## src/rtl/apb_timer_multi_pkg.sv

```systemverilog
// ---------------------------------------------------------------------------
// timer_pkg
// Shared constants for the multi-channel APB timer: register offsets within a
// channel's 4-byte window, TCR/TSR bit positions and the prescaler width.
// Optional feature macro: TMR_IRQ_EN (adds the interrupt-enable bits of TCR).
// ---------------------------------------------------------------------------
package timer_pkg;

   // Register offsets inside one channel window (PADDR[1:0])
   typedef enum logic [1:0] {
      TDR_OFS  = 2'd0,
      TCR_OFS  = 2'd1,
      TSR_OFS  = 2'd2,
      TCNT_OFS = 2'd3
   } reg_ofs_e;

   // TCR bit positions
   localparam int LOAD_BIT  = 7;
   localparam int DIR_BIT   = 5;
   localparam int EN_BIT    = 4;
   localparam int UDFIE_BIT = 3;
   localparam int OVFIE_BIT = 2;
   localparam int CKS_LSB   = 0;

   // TSR bit positions
   localparam int OVF_BIT = 0;
   localparam int UDF_BIT = 1;

   // Free-running prescaler width
   localparam int PSC_W = 4;

   // Implemented TCR bits; everything else reads back as 0
`ifdef TMR_IRQ_EN
   localparam logic [7:0] TCR_MASK = 8'hBF;
`else
   localparam logic [7:0] TCR_MASK = 8'hB3;
`endif

endpackage

```

## src/rtl/apb_timer_multi_if.sv

```systemverilog
// ---------------------------------------------------------------------------
// apb_timer_multi_if
// APB3 bus bundle for the multi-channel timer.
//   PSEL/PENABLE/PWRITE/PADDR/PWDATA : master -> slave
//   PRDATA/PREADY/PSLVERR            : slave  -> master
// Modports: master (bus driver), slave (timer side).
// ---------------------------------------------------------------------------
interface apb_timer_multi_if #(
   parameter int ADDR_WIDTH = 8,
   parameter int DATA_WIDTH = 8
);
   logic                  PSEL;
   logic                  PENABLE;
   logic                  PWRITE;
   logic [ADDR_WIDTH-1:0] PADDR;
   logic [DATA_WIDTH-1:0] PWDATA;
   logic [DATA_WIDTH-1:0] PRDATA;
   logic                  PREADY;
   logic                  PSLVERR;

   modport master (
      output PSEL, PENABLE, PWRITE, PADDR, PWDATA,
      input  PRDATA, PREADY, PSLVERR
   );

   modport slave (
      input  PSEL, PENABLE, PWRITE, PADDR, PWDATA,
      output PRDATA, PREADY, PSLVERR
   );
endinterface

```

## src/rtl/apb_timer_multi_channel.sv

```systemverilog
// ---------------------------------------------------------------------------
// timer_channel
// One timer channel: TDR/TCR/TSR/TCNT, the up/down counter and sticky flags.
// Ports:
//   PCLK, PRESET_n         clock, async active-low reset
//   we_tdr/we_tcr/we_tsr   single-cycle write strobes from the APB decoder
//   wdata                  write data
//   tick                   prescaler tick per cks setting (index = cks)
//   rdata                  all four registers, indexed by register offset
//   ovf, udf               registered TSR flags
//   irq_req                (TMR_IRQ_EN only) enabled flag OR, unregistered
// ---------------------------------------------------------------------------
module timer_channel
   import timer_pkg::*;
#(
   parameter int DATA_WIDTH = 8
) (
   input  logic                       PCLK,
   input  logic                       PRESET_n,
   input  logic                       we_tdr,
   input  logic                       we_tcr,
   input  logic                       we_tsr,
   input  logic [DATA_WIDTH-1:0]      wdata,
   input  logic [PSC_W-1:0]           tick,
   output logic [3:0][DATA_WIDTH-1:0] rdata,
   output logic                       ovf,
   output logic                       udf
`ifdef TMR_IRQ_EN
   ,
   output logic                       irq_req
`endif
);

   logic [DATA_WIDTH-1:0] tdr;
   logic [DATA_WIDTH-1:0] tcr;
   logic [DATA_WIDTH-1:0] tcnt;
   logic [DATA_WIDTH-1:0] tsr_word;
   logic                  ovf_q;
   logic                  udf_q;
   logic                  load;
   logic                  dir;
   logic                  en;
   logic [1:0]            cks;
   logic                  count_up;
   logic                  count_dn;
   logic                  ovf_set;
   logic                  udf_set;

   assign load = tcr[LOAD_BIT];
   assign dir  = tcr[DIR_BIT];
   assign en   = tcr[EN_BIT];
   assign cks  = tcr[CKS_LSB +: 2];

   // Load has priority and suppresses counting and flag setting entirely
   assign count_up = !load && en && tick[cks] && !dir;
   assign count_dn = !load && en && tick[cks] &&  dir;
   assign ovf_set  = count_up && (tcnt == '1);
   assign udf_set  = count_dn && (tcnt == '0);

   // Register file and counter. Flags are sticky and a set in the same cycle
   // as a W1C clear wins, hence the set term ORed outside the clear mask.
   always_ff @(posedge PCLK or negedge PRESET_n) begin
      if (!PRESET_n) begin
         tdr   <= '0;
         tcr   <= '0;
         tcnt  <= '0;
         ovf_q <= 1'b0;
         udf_q <= 1'b0;
      end else begin
         if (we_tdr)
            tdr <= wdata;
         if (we_tcr)
            tcr <= wdata & DATA_WIDTH'(TCR_MASK);
         ovf_q <= ovf_set | (ovf_q & ~(we_tsr & wdata[OVF_BIT]));
         udf_q <= udf_set | (udf_q & ~(we_tsr & wdata[UDF_BIT]));
         if (load)
            tcnt <= tdr;
         else if (count_up)
            tcnt <= tcnt + 1'b1;
         else if (count_dn)
            tcnt <= tcnt - 1'b1;
      end
   end

   always_comb begin
      tsr_word          = '0;
      tsr_word[OVF_BIT] = ovf_q;
      tsr_word[UDF_BIT] = udf_q;
   end

   assign rdata = {tcnt, tsr_word, tcr, tdr};
   assign ovf   = ovf_q;
   assign udf   = udf_q;

`ifdef TMR_IRQ_EN
   assign irq_req = (ovf_q & tcr[OVFIE_BIT]) | (udf_q & tcr[UDFIE_BIT]);
`endif

endmodule

```

## src/rtl/apb_timer_multi.sv

```systemverilog
// ---------------------------------------------------------------------------
// apb_timer_multi
// NUM_CH independent up/down timers behind one zero-wait-state APB slave,
// sharing a 4-bit free-running prescaler. Each channel occupies 4 bytes:
// TDR, TCR, TSR, TCNT at offsets 0..3; channel index = PADDR[ADDR_WIDTH-1:2].
// Ports:
//   PCLK, PRESET_n    clock, async active-low reset
//   apb               APB slave modport (PSEL..PSLVERR)
//   TMR_OVF, TMR_URF  per-channel sticky overflow / underflow flags
//   TMR_IRQ           registered interrupt, only when TMR_IRQ_EN is defined
// Optional feature macro: TMR_IRQ_EN.
// ---------------------------------------------------------------------------
module apb_timer_multi
   import timer_pkg::*;
#(
   parameter int ADDR_WIDTH = 8,
   parameter int DATA_WIDTH = 8,
   parameter int NUM_CH     = 4
) (
   input  logic              PCLK,
   input  logic              PRESET_n,
   apb_timer_multi_if.slave  apb,
   output logic [NUM_CH-1:0] TMR_OVF,
   output logic [NUM_CH-1:0] TMR_URF
`ifdef TMR_IRQ_EN
   ,
   output logic              TMR_IRQ
`endif
);

   localparam logic [ADDR_WIDTH-2:0] NUM_CH_L = (ADDR_WIDTH-1)'(NUM_CH);

   logic [ADDR_WIDTH-3:0]      ch;
   reg_ofs_e                   ofs;
   logic                       addr_valid;
   logic                       wr_en;
   logic [PSC_W-1:0]           psc;
   logic [PSC_W-1:0]           tick;
   logic [DATA_WIDTH-1:0]      prdata;
   logic [3:0][DATA_WIDTH-1:0] ch_rdata [NUM_CH];

   assign ch         = apb.PADDR[ADDR_WIDTH-1:2];
   assign ofs        = reg_ofs_e'(apb.PADDR[1:0]);
   assign addr_valid = ({1'b0, ch} < NUM_CH_L);
   assign wr_en      = apb.PSEL & apb.PENABLE & apb.PWRITE & addr_valid;

   // Free-running prescaler; no derived clocks, only tick enables
   always_ff @(posedge PCLK or negedge PRESET_n) begin
      if (!PRESET_n)
         psc <= '0;
      else
         psc <= psc + 1'b1;
   end

   // tick[k] pulses once every 2**(k+1) cycles
   for (genvar k = 0; k < PSC_W; k++) begin : g_tick
      assign tick[k] = &psc[k:0];
   end

`ifdef TMR_IRQ_EN
   logic [NUM_CH-1:0] irq_vec;
   logic              irq_q;
`endif

   for (genvar i = 0; i < NUM_CH; i++) begin : g_ch
      logic ch_hit;
      assign ch_hit = wr_en && (ch == (ADDR_WIDTH-2)'(i));

      timer_channel #(
         .DATA_WIDTH (DATA_WIDTH)
      ) u_channel (
         .PCLK     (PCLK),
         .PRESET_n (PRESET_n),
         .we_tdr   (ch_hit && (ofs == TDR_OFS)),
         .we_tcr   (ch_hit && (ofs == TCR_OFS)),
         .we_tsr   (ch_hit && (ofs == TSR_OFS)),
         .wdata    (apb.PWDATA),
         .tick     (tick),
         .rdata    (ch_rdata[i]),
         .ovf      (TMR_OVF[i]),
         .udf      (TMR_URF[i])
`ifdef TMR_IRQ_EN
         ,
         .irq_req  (irq_vec[i])
`endif
      );
   end

   // Combinational read mux; an out-of-range channel never matches, so
   // invalid addresses read 0 without a separate check
   always_comb begin
      prdata = '0;
      if (apb.PSEL && !apb.PWRITE) begin
         for (int i = 0; i < NUM_CH; i++) begin
            if (ch == (ADDR_WIDTH-2)'(i))
               prdata = ch_rdata[i][ofs];
         end
      end
   end

   assign apb.PRDATA  = prdata;
   assign apb.PREADY  = 1'b1;
   assign apb.PSLVERR = apb.PSEL & apb.PENABLE & ~addr_valid;

`ifdef TMR_IRQ_EN
   always_ff @(posedge PCLK or negedge PRESET_n) begin
      if (!PRESET_n)
         irq_q <= 1'b0;
      else
         irq_q <= |irq_vec;
   end

   assign TMR_IRQ = irq_q;
`endif

endmodule

```

## src/flat_wrapper.sv

```systemverilog
// flat-port wrapper written by rule: the top's interface ports become plain ports
module apb_timer_multi_flat import timer_pkg::*;
#(
   parameter int ADDR_WIDTH = 8,
   parameter int DATA_WIDTH = 8,
   parameter int NUM_CH     = 4
)
  (PCLK, PRESET_n, TMR_OVF, TMR_URF, apb_PSEL, apb_PENABLE, apb_PWRITE, apb_PADDR, apb_PWDATA, apb_PRDATA, apb_PREADY, apb_PSLVERR);
  apb_timer_multi_if #(.ADDR_WIDTH(ADDR_WIDTH), .DATA_WIDTH(DATA_WIDTH)) apb_i ();
  input  logic PCLK;
  input  logic PRESET_n;
  output logic [NUM_CH-1:0] TMR_OVF;
  output logic [NUM_CH-1:0] TMR_URF;
  input wire logic [$bits(apb_i.PSEL)-1:0] apb_PSEL;
  input wire logic [$bits(apb_i.PENABLE)-1:0] apb_PENABLE;
  input wire logic [$bits(apb_i.PWRITE)-1:0] apb_PWRITE;
  input wire logic [$bits(apb_i.PADDR)-1:0] apb_PADDR;
  input wire logic [$bits(apb_i.PWDATA)-1:0] apb_PWDATA;
  output wire logic [$bits(apb_i.PRDATA)-1:0] apb_PRDATA;
  output wire logic [$bits(apb_i.PREADY)-1:0] apb_PREADY;
  output wire logic [$bits(apb_i.PSLVERR)-1:0] apb_PSLVERR;
  assign apb_i.PSEL = apb_PSEL;
  assign apb_i.PENABLE = apb_PENABLE;
  assign apb_i.PWRITE = apb_PWRITE;
  assign apb_i.PADDR = apb_PADDR;
  assign apb_i.PWDATA = apb_PWDATA;
  assign apb_PRDATA = apb_i.PRDATA;
  assign apb_PREADY = apb_i.PREADY;
  assign apb_PSLVERR = apb_i.PSLVERR;
  apb_timer_multi #(.ADDR_WIDTH(ADDR_WIDTH), .DATA_WIDTH(DATA_WIDTH), .NUM_CH(NUM_CH)) u_core (.PCLK(PCLK), .PRESET_n(PRESET_n), .apb(apb_i), .TMR_OVF(TMR_OVF), .TMR_URF(TMR_URF));
endmodule
```

## config.mk

```make
export PLATFORM = sky130hd
export DESIGN_NAME = apb_timer_multi_flat
export DESIGN_NICKNAME = d
export VERILOG_FILES = /design/src/rtl/apb_timer_multi_pkg.sv /design/src/rtl/apb_timer_multi_if.sv /design/src/rtl/apb_timer_multi_channel.sv /design/src/rtl/apb_timer_multi.sv /design/src/flat_wrapper.sv
export SDC_FILE = /design/constraint.sdc
export NUM_CORES = 1
export LEC_CHECK = 0
export CAP_MARGIN = 5
export CORE_AREA = 3 3 150 152
export CTS_CLUSTER_SIZE = 30
export DETAILED_ROUTE_END_ITERATION = 12
export DIE_AREA = 0 0 153 155
export PLACE_DENSITY = 0.49
export SYNTH_ARGS = -nofsm -noshare
export SYNTH_HDL_FRONTEND = slang
export SYNTH_SLANG_ARGS = --single-unit
```

## constraint.sdc

```tcl
create_clock -name PCLK -period 3.2 [get_ports PCLK]
set_input_delay 0.32 -clock PCLK [delete_from_list [all_inputs] [get_ports PCLK]]
set_output_delay 0.32 -clock PCLK [all_outputs]
set_load 0.005 [all_outputs]
```

Yosys cells after proc, flatten, opt, wreduce, memory -nomap -nowiden
Index checks and enable logic that the tools add are counted.
- $lt $le $gt $ge: 6
- equality and inequality tests: 9
- bitwise gates (word level): 37
- mux-type cells: 33
- reductions and logical operators: 63
- add/sub/neg operators: 9
- operator list (cell ; count):
    $mux 8 ; 21
    $bmux 8 s2 ; 4
    $logic_and 1x1->1 ; 41
    $add 8x1->8 const B ; 4
    $eq 8x8->1 const B ; 4
    $logic_not 8->1 ; 4
    $sub 8x1->8 const B ; 4
    $and 1x1->1 ; 20
    $lt 2x3->1 const B ; 5
    $eq 6x2->1 const B ; 2
    $reduce_bool 3->1 ; 4
    $logic_not 1->1 ; 9
    $not 1->1 ; 9
    $bmux 1 s2 ; 4
    $or 1x1->1 ; 8
    $eq 6x1->1 const B ; 1
    $logic_not 6->1 ; 1
    $lt 6x3->1 const B ; 1
    $add 4x1->4 const B ; 1
    $mux 1 ; 4
    $reduce_and 4->1 ; 1
    $reduce_and 3->1 ; 1
    $eq 2x1->1 const B ; 1
    $eq 2x2->1 const B ; 1
    other kinds (2) ; 2
- bits of input ports: 21
- register bits after elaboration: 96
- word-level logic and storage cells: 178

Depth between registers and ports, before layout
- depth in word-level cells: 9
- depth in mapped cells: 12
- depth with buffers taken out: 11

Cells and area by module
From an unflattened synthesis, not the netlist that was laid out.
- cell total of the unflattened synthesis: 589
- area, all modules: 6824.0 sq um
- modules (own cells, without submodules) (module ; cells an instance ; instances ; area an instance (sq um)):
    timer_channel ; 115 ; 4 ; 1333.8
    apb_timer_multi ; 129 ; 1 ; 1488.9

Least setup slack after synthesis
OpenSTA, ideal clock, no wires.
- kind: register to register
- from: register u_core.psc[0]
- to: register u_core.g_ch[2].u_channel.tcnt[5]
- setup time: 0.131 ns
- setup slack: 0.142 ns
- clock period less this slack: 3.058 ns
- buffers on the path: 1
- arrival: 2.927 ns
- required time: 3.069 ns
- cell stages (with the launch flop): 13
- cell sequence: dfrtp_1 -> ha_1 -> ha_1 -> mux4_2 -> nand2_2 -> buf_6 -> or3_4 -> ha_1 -> a21oi_1 -> o22ai_1 -> o311a_2 -> a221oi_1 -> a21oi_1
- longest elaborated chain between the ends: 7
- elaborated cells between the ends (all ways): 11
- RTL lines (element ; RTL line ; source):
    from (decl) ; apb_timer_multi.sv:37 ; logic [PSC_W-1:0] psc;
    from (signal assigned) ; apb_timer_multi.sv:52 ; psc <= psc + 1'b1;
    $reduce_and 4->1 (tied with other cells) ; apb_timer_multi.sv:57 ; assign tick[k] = &psc[k:0];
    $bmux 1 s2 (*) ; apb_timer_multi_channel.sv:55, apb_timer_multi_channel.sv:56 ;
    $mux 1 (implied by the code) (*) ; apb_timer_multi_channel.sv:55, apb_timer_multi_channel.sv:56 ;
    $logic_and 1x1->1 (*) ; apb_timer_multi_channel.sv:55, apb_timer_multi_channel.sv:56 ;
    $logic_and 1x1->1 ; apb_timer_multi_channel.sv:55 ; assign count_up = !load && en && tick[cks] && !dir;
    $mux 8 ; apb_timer_multi_channel.sv:78 ; else if (count_up)
    $mux 8 ; apb_timer_multi_channel.sv:76 ; if (load)
    to (signal assigned) ; apb_timer_multi_channel.sv:77 ; tcnt <= tdr;
    to (signal assigned) ; apb_timer_multi_channel.sv:79 ; tcnt <= tcnt + 1'b1;
    to (signal assigned) ; apb_timer_multi_channel.sv:81 ; tcnt <= tcnt - 1'b1;
    to (decl) ; apb_timer_multi_channel.sv:36 ; logic [DATA_WIDTH-1:0] tcnt;
Every way passes the cells marked *; elsewhere a longest branch is shown, timed or not. The select of a mux whose other input is x is not followed.
A chain may end at the register's enable or synchronous reset.

Worst setup path in the final report
- from: register u_core.psc[0]
- to: register u_core.g_ch[3].u_channel.tcnt[5]
- longest elaborated chain between the ends: 7
- elaborated cells between the ends (all ways): 11
- RTL lines (element ; RTL line):
    $reduce_and 4->1 (tied with other cells) ; apb_timer_multi.sv:57
    $bmux 1 s2 (*) ; apb_timer_multi_channel.sv:55, apb_timer_multi_channel.sv:56
    $mux 1 (implied by the code) (*) ; apb_timer_multi_channel.sv:55, apb_timer_multi_channel.sv:56
    $logic_and 1x1->1 (*) ; apb_timer_multi_channel.sv:55, apb_timer_multi_channel.sv:56
    $logic_and 1x1->1 ; apb_timer_multi_channel.sv:55
    $mux 8 ; apb_timer_multi_channel.sv:78
    $mux 8 ; apb_timer_multi_channel.sv:76
    to (signal assigned) ; apb_timer_multi_channel.sv:77
    to (signal assigned) ; apb_timer_multi_channel.sv:79
    to (signal assigned) ; apb_timer_multi_channel.sv:81
    to (decl) ; apb_timer_multi_channel.sv:36
Marked as above.

==> results.yml <==
die:
  coreArea_mm2: 0.0212
  placement_rows: 53
  design.die.area_mm2: 0.0237
  die-height_um: 155
  io_pins: 39
  floorplan.initialDensity: 0.300
  dieWidth_um: 153
critical_path:
  critical-path-slowest-cell: "sky130_fd_sc_hd__or3_4"
  worst-path-buf-inv: 0
  critPathRequiredTime_ns: 3.44
  critical_path_class: "reg2reg"
  crit_arrival_ns: 3.28
  timing.critical_path.fanout_max: 6
  critical-path-top-delay-family: "compound AO/OA/AOI/OAI gates"
  cp_slowest_stage_delay_ns: 0.44
  worstSetupEndpointType: "flop"
  crit_path_cell_trace: "ha_2 > and3_4 > mux4_2 > nand2_1 > or3_4 > ha_1 > a21oi_1 > o22ai_1 > o21a_1 > nor3_1 > o31a_1"
  crit_path_start_kind: "flop"
sta:
  fin_crit_sh: 0.951
  timing_hold_violations_final: 0
  worst_case_headroom_to_the_max_slew_limit: 0.426
  fmaxAchievable_mhz: 329
  min_period_ns: 3.04
  clock-skew-final_ns: 0.0134
  maxSlewViolCount: 0
  worstMarginPinSlew_ns: 0.861
  timing.final.setup_violations: 0
logic_synthesis:
  number_of_flops_mapped_to_enable_cells_by_yosys: 0
  synthDominantCellAreaShare: 0.379
  syn_inst: 596
  syn-num-nets: 651
  postSynthRegisterBits: 96
  synth_area_leader_cell: "sky130_fd_sc_hd__dfrtp_1"
  asyncSetResetFlopFracSynth: 1.00
  fraction_of_the_yosys_area_taken_by_sequential_cells: 0.379
  ys_top_cells_by_area: "sky130_fd_sc_hd__dfrtp_1 38%, sky130_fd_sc_hd__mux2_2 11%, sky130_fd_sc_hd__ha_1 5.9%"
  yosys.cell_count.top_type: "sky130_fd_sc_hd__dfrtp_1"
  synth.top_cells.by_count: "96 x sky130_fd_sc_hd__dfrtp_1, 60 x sky130_fd_sc_hd__mux2_2, 32 x sky130_fd_sc_hd__o21ai_0"
  synth-warning-count: 0
  synth_ff_type: "sky130_fd_sc_hd__dfrtp_1"
  synth_cell_types: 60
  synth_area_per_cell_um2: 10.6
  post_synth_instance_area_mm2: 0.00634
power:
  power.ir.vdd_worst_uv: 195
  power.leakage_nw: 3.26
  power_per_cell_area_mw_per_mm2: 483
drt:
  ant_nets: 0
  wirelength_um: 18600
  drc_errors: 0
  dr_total_vias: 5067
  drt_pre_antenna_iters: 6
  drt_first_iter_violations: 308
  detail_route.wl_per_cell_um: 20.2
  detail_route.vias_per_cell: 5.53
cells_and_area:
  final_layout_size_suffix_gt1_frac: 0.249
  area_delta_synth_final_pct: 19.0
  diodes: 0
  final_nets: 693
  filler_cell_count: 2077
  finalCoreUtilization: 0.357
  cell_area_after_layout_mm2: 0.00755
clocking:
  tritoncts_num_sinks: 96
  clock_tree.htree_level_count: 3
  tritoncts.num_buffers: 9
  clockBufferDepth: 2
  clk_lat_worst_skew_ns: 0.36
  cts_hold_repair.buffers: 0
  clk_pin_slew_worst_paths_ns: 0.07
  clock-root-buffer: "sky130_fd_sc_hd__clkbuf_16"
  cts_tree: "built"
placed_design:
  post_dp_area_mm2: 0.00708
  place_hpwl_um: 13600
  gp_congestion: 0.840
  place.port_buffers: 37
global_routing:
  grt-ovfl-total: 0
  first_pass_grt_wire_length_um: 29400
  track_usage: 0.156
  number_of_antenna_violations_at_the_first_check_in_global_routing: 0
  grt_start_max_net_pins: 67
  grt_pass1_vias: 5176
worst_hold_path:
  min_path_type: "in2async"
outcome:
  outcome: "finished clean"
flow_run:
  max_cap_viol_count: 0
kinds of logic (layout without fill, tap and decap cells):
group / after synthesis / in the layout / synth area share
flip-flops: 96 / 96 / 0.379
other: 1 / 1 / 0.000591
AO/OA/AOI/OAI: 156 / 156 / 0.174
buffers and inverters: 56 / 102 / 0.0428
XOR/XNOR: 15 / 15 / 0.0207
adder cells (fa/ha/maj): 34 / 34 / 0.0718
AND/OR/NAND/NOR: 152 / 152 / 0.137
multiplexers: 86 / 86 / 0.174
metrics by stage:
step           setup TNS (ns)  setup slack (ns)  hold WS [ns]  power (W)  instances
4_1_cts                     0           0.00113         0.117    0.00361        912
6_report                    0             0.156        0.0681    0.00364        917
3_5_place_dp          -0.0279           -0.0279         0.467    0.00235        897
2_1_floorplan               0             0.142        0.0244    0.00206        596
3_3_place_gp                0            0.0550         0.472    0.00232        897
5_1_grt               -0.0359           -0.0333         0.145    0.00384        917
cell type report:
class | count | area [um2] | area share
multi-input combinational | 444 | 3760 | 0.499
sequential | 96 | 2400 | 0.318
timing repair buffer | 69 | 631 | 0.0836
tap | 275 | 344 | 0.0456
clock buffer | 12 | 246 | 0.0327
clock inverter | 3 | 90.1 | 0.0119
inverter | 18 | 67.6 | 0.00895
per-layer routing:
metal	track usage	share of wire	vias up
met5	0	0	-
met4	0.0581	0.024	0
met3	0.0250	0.035	28
met2	0.249	0.48	99
met1	0.214	0.46	2573
li1	-	-	2367
worst paths after layout:
| check | start | endpoint | slack (ns) | cells past startpoint |
|---|---|---|---|---|
| worst max register to register | u_core.psc[0] | u_core.g_ch[3].u_channel.tcnt[5] | 0.16 | 11 |
| worst max-delay path | u_core.psc[0] | u_core.g_ch[3].u_channel.tcnt[5] | 0.16 | 11 |
| min in group PCLK | u_core.psc[3] | u_core.psc[3] | 0.48 | 1 |
| worst min-delay path | PRESET_n | u_core.g_ch[1].u_channel.tcnt[5] | 0.07 | 1 |
| worst min register to register | u_core.psc[3] | u_core.psc[3] | 0.48 | 1 |
| max in group asynchronous | PRESET_n | u_core.g_ch[3].u_channel.tdr[6] | 2.32 | 2 |
sequential cells by signal (all words and copies together) (netlist names):
signal / count
u_core.g_ch.u_channel.tcnt: 32
u_core.g_ch.u_channel.tdr: 32
u_core.g_ch.u_channel.tcr: 20
u_core.g_ch.u_channel.ovf: 4
u_core.g_ch.u_channel.udf: 4
u_core.psc: 4
cells in the final DEF, fill, tap and decap left out, types with 4 or more instances in the layout:
cell	instances
sky130_fd_sc_hd__nand2b_1	5
sky130_fd_sc_hd__inv_1	18
sky130_fd_sc_hd__nor3b_1	7
sky130_fd_sc_hd__nor2_1	26
sky130_fd_sc_hd__nor3_1	13
sky130_fd_sc_hd__a221oi_1	21
sky130_fd_sc_hd__nand2_1	18
sky130_fd_sc_hd__buf_4	30
sky130_fd_sc_hd__a211oi_1	5
sky130_fd_sc_hd__nand3_1	13
sky130_fd_sc_hd__mux2i_1	8
sky130_fd_sc_hd__mux4_2	10
sky130_fd_sc_hd__a221o_1	14
sky130_fd_sc_hd__mux2_2	60
sky130_fd_sc_hd__a21oi_1	21
sky130_fd_sc_hd__nor4_1	10
sky130_fd_sc_hd__o21bai_1	4
sky130_fd_sc_hd__nand3b_1	9
sky130_fd_sc_hd__and2_1	4
sky130_fd_sc_hd__o21ai_0	32
sky130_fd_sc_hd__a21o_1	8
sky130_fd_sc_hd__nor2b_1	14
sky130_fd_sc_hd__clkdlybuf4s50_1	36
sky130_fd_sc_hd__nor4b_1	4
sky130_fd_sc_hd__a22oi_1	11
sky130_fd_sc_hd__dfrtp_1	96
sky130_fd_sc_hd__o21a_1	5
sky130_fd_sc_hd__o22ai_1	5
sky130_fd_sc_hd__xor2_1	6
sky130_fd_sc_hd__mux2_4	8
sky130_fd_sc_hd__nand4_1	10
sky130_fd_sc_hd__or3_4	4
sky130_fd_sc_hd__xnor2_1	9
sky130_fd_sc_hd__o31ai_1	8
sky130_fd_sc_hd__clkbuf_16	9
sky130_fd_sc_hd__ha_1	25
what timing repair did:
item,4_1_cts,5_1_grt
pin swaps,0,1
endpoints found under the setup margin,2,12
gates cloned,0,0
setup buffers,0,5
resized for setup,2,14
worst reg2reg max path: stages (launching register included):
cell,delay (ns)
sky130_fd_sc_hd__dfrtp_1,0.36
sky130_fd_sc_hd__ha_2,0.20
sky130_fd_sc_hd__and3_4,0.23
sky130_fd_sc_hd__mux4_2,0.31
sky130_fd_sc_hd__nand2_1,0.09
sky130_fd_sc_hd__or3_4,0.44
sky130_fd_sc_hd__ha_1,0.39
sky130_fd_sc_hd__a21oi_1,0.09
sky130_fd_sc_hd__o22ai_1,0.32
sky130_fd_sc_hd__o21a_1,0.16
sky130_fd_sc_hd__nor3_1,0.05
sky130_fd_sc_hd__o31a_1,0.28
where the power goes:
group	switching, W	total [W]	internal (W)
clock	0.000470	0.00125	0.000782
combinational	0.000500	0.000972	0.000472
sequential	0.000132	0.00142	0.00129
total	0.00110	0.00364	0.00254
Note: power is estimated with default switching activity, not from simulation.
